File: config.mk
export PLATFORM = sky130hd
export DESIGN_NAME = triangle_classifier
export DESIGN_NICKNAME = d
export VERILOG_FILES = /design/src/rtl/triangle_classifier.sv
export SDC_FILE = /design/constraint.sdc
export NUM_CORES = 1
export LEC_CHECK = 0
export CORE_AREA = 2 2 109 111
export DETAILED_ROUTE_END_ITERATION = 8
export DIE_AREA = 0 0 111 113
export HOLD_SLACK_MARGIN = 0.06
export REMOVE_ABC_BUFFERS = 1
export SYNTH_ARGS = -nofsm -noshare
export SYNTH_HDL_FRONTEND = slang
export SYNTH_SLANG_ARGS = --single-unit
export TNS_END_PERCENT = 5
File: constraint.sdc
create_clock -name CLK -period 7.75 [get_ports CLK]
set_input_delay 1.1625 -clock CLK [delete_from_list [all_inputs] [get_ports CLK]]
set_output_delay 1.1625 -clock CLK [all_outputs]
set_load 0.005 [all_outputs]
File: src/rtl/triangle_classifier.sv
// Sequential triangle classifier: three compare-and-swap sort steps, then a registered
// classification. Optional right-angle detection is enabled with `define TRIANGLE_RIGHT_EN.
module triangle_classifier #(
  parameter int WIDTH = 8,
  parameter int CNT_W = 16
) (
  input  logic             CLK,
  input  logic             RST_X,
  input  logic             IN_VALID,
  output logic             IN_READY,
  input  logic [WIDTH-1:0] A,
  input  logic [WIDTH-1:0] B,
  input  logic [WIDTH-1:0] C,
  output logic             OUT_VALID,
  input  logic             OUT_READY,
  output logic             IS_TRI,
  output logic             IS_EQU,
  output logic             IS_ISO,
  output logic             IS_RIGHT,
  output logic [WIDTH-1:0] MAX_SIDE,
  output logic [CNT_W-1:0] TRI_CNT
);

  typedef enum logic [2:0] {IDLE, SORT1, SORT2, SORT3, CALC, OUT} state_e;

  state_e state_q, state_d;

  logic [WIDTH-1:0] x_q, y_q, z_q, x_d, y_d, z_d;
  logic             tri_q, equ_q, iso_q, right_q;
  logic             tri_d, equ_d, iso_d, right_d;
  logic [WIDTH-1:0] max_q, max_d;
  logic [CNT_W-1:0] cnt_q, cnt_d;

  logic             in_fire, out_fire;
  logic [WIDTH:0]   sum;
  logic             tri_c, equ_c, iso_c, right_c;

  // ---------------- FSM: state register ----------------
  always_ff @(posedge CLK or negedge RST_X) begin
    if (!RST_X) state_q <= IDLE;
    else        state_q <= state_d;
  end

  // ---------------- FSM: next state ----------------
  always_comb begin
    state_d = state_q;
    case (state_q)
      IDLE:    if (in_fire) state_d = SORT1;
      SORT1:   state_d = SORT2;
      SORT2:   state_d = SORT3;
      SORT3:   state_d = CALC;
      CALC:    state_d = OUT;
      OUT:     if (out_fire) state_d = IDLE;
      default: state_d = IDLE;
    endcase
  end

  // ---------------- FSM: outputs ----------------
  always_comb begin
    IN_READY  = (state_q == IDLE);
    OUT_VALID = (state_q == OUT);
  end

  assign in_fire  = IN_VALID & IN_READY;
  assign out_fire = OUT_VALID & OUT_READY;

  // Sorting network applied in place, one compare-and-swap per cycle
  always_comb begin
    x_d = x_q;
    y_d = y_q;
    z_d = z_q;
    case (state_q)
      IDLE: if (in_fire) begin
        x_d = A;
        y_d = B;
        z_d = C;
      end
      SORT1: if (x_q > y_q) begin
        x_d = y_q;
        y_d = x_q;
      end
      SORT2: if (y_q > z_q) begin
        y_d = z_q;
        z_d = y_q;
      end
      SORT3: if (x_q > y_q) begin
        x_d = y_q;
        y_d = x_q;
      end
      default: ;
    endcase
  end

  // Sides are sorted here, so a single Z < X+Y test covers all three inequalities
  assign sum   = {1'b0, x_q} + {1'b0, y_q};
  assign tri_c = ({1'b0, z_q} < sum);
  assign equ_c = tri_c & (x_q == z_q);
  assign iso_c = tri_c & ((x_q == y_q) | (y_q == z_q));

`ifdef TRIANGLE_RIGHT_EN
  localparam int PW = 2*WIDTH + 1;
  logic [PW-1:0] xx, yy, zz;
  assign xx      = PW'(x_q) * PW'(x_q);
  assign yy      = PW'(y_q) * PW'(y_q);
  assign zz      = PW'(z_q) * PW'(z_q);
  assign right_c = tri_c & ((xx + yy) == zz);
`else
  assign right_c = 1'b0;
`endif

  always_comb begin
    tri_d   = tri_q;
    equ_d   = equ_q;
    iso_d   = iso_q;
    right_d = right_q;
    max_d   = max_q;
    cnt_d   = cnt_q;
    if (state_q == CALC) begin
      tri_d   = tri_c;
      equ_d   = equ_c;
      iso_d   = iso_c;
      right_d = right_c;
      max_d   = z_q;
    end
    if (out_fire && tri_q && (cnt_q != {CNT_W{1'b1}}))
      cnt_d = cnt_q + 1'b1;
  end

  always_ff @(posedge CLK or negedge RST_X) begin
    if (!RST_X) begin
      x_q     <= '0;
      y_q     <= '0;
      z_q     <= '0;
      tri_q   <= 1'b0;
      equ_q   <= 1'b0;
      iso_q   <= 1'b0;
      right_q <= 1'b0;
      max_q   <= '0;
      cnt_q   <= '0;
    end else begin
      x_q     <= x_d;
      y_q     <= y_d;
      z_q     <= z_d;
      tri_q   <= tri_d;
      equ_q   <= equ_d;
      iso_q   <= iso_d;
      right_q <= right_d;
      max_q   <= max_d;
      cnt_q   <= cnt_d;
    end
  end

  assign IS_TRI   = tri_q;
  assign IS_EQU   = equ_q;
  assign IS_ISO   = iso_q;
  assign IS_RIGHT = right_q;
  assign MAX_SIDE = max_q;
  assign TRI_CNT  = cnt_q;

endmodule

==> impl_metrics.toml <==
[status]
status = "finished clean"

[place]
place_congestion = 0.8735
port_buffers = 56
placed_cell_area_um2 = 4536
place_ws_ns = 4.284
dp_hpwl_um = 7572

[critical_path]
reg2reg_depth = 13
critPathArrivalTime_ns = 3.49
criticalPathCategory = "reg -> reg"
end_kind = "flop"
critPathRequiredTime_ns = 7.94
worstPathMaxFanout = 5
worst_setup_path_start_kind = "flop"

[clocking]
cts_tree = "done"
cts_buffer_depth = 2
cts_hold_buffers = 0
cts_root_buf = "clkbuf_16"
clkTransAtPathRegs_ns = 0.07
ctsResizeCount = 0
post_cts_buffers = 0
clock_sinks = 54
clock_latency_ns = 0.30
cts_buffers = 5
cts.htree.levels = 2

[yosys]
synthTopCellsByCount = "54 x dfrtp_1, 32 x ha_1, 30 x nand2_1, 24 x nor2_1, 24 x o21ai_0"
synthFlopType = "dfrtp_1"
ys_ff_latch = 54
async_flop_share_pct = 100.0
postSynthAreaPerCell_um2 = 9.417
synth_most_common_cell = "dfrtp_1"
synth.distinct_cells = 59
ys_seq_area_share_pct = 34.66
netlist_area_um2 = 3899
synth_edf_count = 0
synth_area_leaders = "dfrtp_1 35%, ha_1 10%, xnor2_1 4.9%, mux2i_1 3.6%, nor2b_1 3.2%"
synth_cells = 414
yosys.area.top_type_share_pct = 34.66
ys_warn_count = 0
yosys.area.top_type = "dfrtp_1"

[route]
drt-total-wl_um = 10040
drt-vias-per-instance = 5.327
remaining_drc_errors = 0
via_count = 3223
final_antenna_net_count = 0
drtPass1Iterations = 4
drt-initial-drc-count = 230
wire_per_inst_um = 16.60

[floorplanning]
start_util_pct = 34.59
die_w_um = 111
coreArea_um2 = 11270
die_area_um2 = 12540
rows = 39
fp.dieH_um = 113
io_pins = 58

[power_and_ir_drop]
internal_power_mw = 1.117
p_per_area_nw_per_um2 = 455.7
swShare_pct = 47.54
p_seq_share_pct = 25.9
switchingPower_mw = 1.012
ir_drop_mv = 0.1574
finalPower_mw = 2.129
clock_power_share_pct = 10.5
comb_power_share_pct = 63.5
p_leak_nw = 2.005

[timing]
setup_ws_ns = 4.454
slew_headroom_pct = 26.01
fin_skew_ns = 0.003431
fmax_mhz = 303.4
rsz0062_at_grt = "false"
slew_viol_final = 0
finalSetupViolCount = 0
tightest_slew_ns = 1.109
fin_crit_sh_pct = 42.53
fin_tns_setup_ns = 0
fin_crit_ns = 3.296
final_hold_viol_count = 0

[job]
maxCapViolations = 0

[global_route]
grt_max_degree = 55
antenna_found_initial = 0
grt_overflow = 0
grt_pass1_wl_um = 16720
globalRouteTotalUtil_pct = 16.46
grt_pass1_vias = 3273

[final_layout]
final_core_util_pct = 41.45
area_growth_pct = 19.83
postLayoutCellArea_um2 = 4672
diodes = 0
fill_cells = 1133
drive_gt1_share_pct = 6.277
final_nets = 523

[hold_path]
holdPathStages = 2
min_path_type = "reg -> reg"
[worst paths after layout]
check	slack, ns	end	from
max in group asynchronous	6.27	z_q[7]$_DFFE_PN0P_	RST_X
setup / recovery	4.45	IS_EQU$_DFFE_PN0P_	y_q[1]$_DFFE_PN0P_
hold / removal	0.48	MAX_SIDE[3]$_DFFE_PN0P_	MAX_SIDE[3]$_DFFE_PN0P_
min in group asynchronous	0.98	x_q[5]$_DFFE_PN0P_	RST_X
hold reg to reg	0.48	MAX_SIDE[3]$_DFFE_PN0P_	MAX_SIDE[3]$_DFFE_PN0P_
setup reg to reg	4.45	IS_EQU$_DFFE_PN0P_	y_q[1]$_DFFE_PN0P_
[area by class of cell]
class                   instances  area [um2]  share of cell area (%)
multi-input cells             319        2341                   50.11
flip-flops and latches         54        1351                   28.92
repair buffers                 59       578.1                   12.37
well taps                     143       178.9                   3.830
clock buffers                   6       128.9                   2.758
inverters                      23       86.33                   1.848
clock inverters                 1       7.507                  0.1607
[metal layers]
layer | wire length (um) | GRT usage, % | vias to the layer above
li1 | - | - | 1595
met1 | 4677 | 22.76 | 1540
met2 | 4712 | 26.87 | 82
met3 | 533 | 2.517 | 6
met4 | 121 | 4.833 | 0
met5 | 0 | 0 | -
[state kept, by name (all words and copies together) (netlist names)]
signal	flops
TRI_CNT	16
MAX_SIDE	8
x_q	8
y_q	8
z_q	8
state_q	3
IS_EQU	1
IS_ISO	1
IS_TRI	1
[metrics by stage]
stage,hold slack (ns),cells
CTS,0.4858,605
finish,0.4783,605
detailed placement,0.4698,598
floorplan,0.4673,396
global route,0.5141,605
global placement,0.4602,598
[kinds of logic (layout without fill, tap and decap cells)]
group	after synthesis	after routing	share of synthesized area (%)
adders and majority gates	33	33	10.78
other	1	1	0.09618
DFF	54	54	34.66
buffers and inverters	41	89	5.423
and+or+nand+nor	135	135	19.06
muxes	18	18	4.749
xor gates and xnor gates	29	29	6.515
AOI/OAI and AO/OA	103	103	18.71
[cell usage in the layout, fill, tap and decap left out, types with 3 or more instances in the layout]
cell type	instances
a211oi_1	10
a21oi_1	16
a221oi_2	8
a22oi_1	16
a31oi_1	9
and2_1	6
and3_1	4
and4_1	7
buf_4	3
clkbuf_16	5
clkdlybuf4s50_1	55
dfrtp_1	54
ha_1	32
inv_1	23
mux2_2	3
mux2i_1	14
nand2_1	30
nand2b_1	4
nand3_1	8
nand4_1	8
nor2_1	24
nor2b_1	20
nor3_1	4
nor4_1	8
o211ai_1	4
o21ai_0	24
xnor2_1	22
xor2_1	7
[power groups by stage]
stage	clock network, mW	logic (mW)	registers (mW)
floorplan	0	0.992	0.510
global placement	0	1.31	0.553
detailed placement	0	1.35	0.554
CTS	0.228	1.36	0.550
global route	0.239	1.53	0.569
finish	0.225	1.35	0.552
[worst max-delay path, stage by stage, from the launching register on]
cell,delay [ns]
dfrtp_1,0.48
inv_1,0.16
ha_1,0.33
nand2b_1,0.11
a21oi_1,0.07
o21ai_0,0.28
nand3_1,0.14
xor2_1,0.16
ha_1,0.31
a21o_1,0.19
a211o_1,0.29
nor3_1,0.18
a2111oi_0,0.11
o41ai_1,0.36
(Power assumes the default switching activity.)
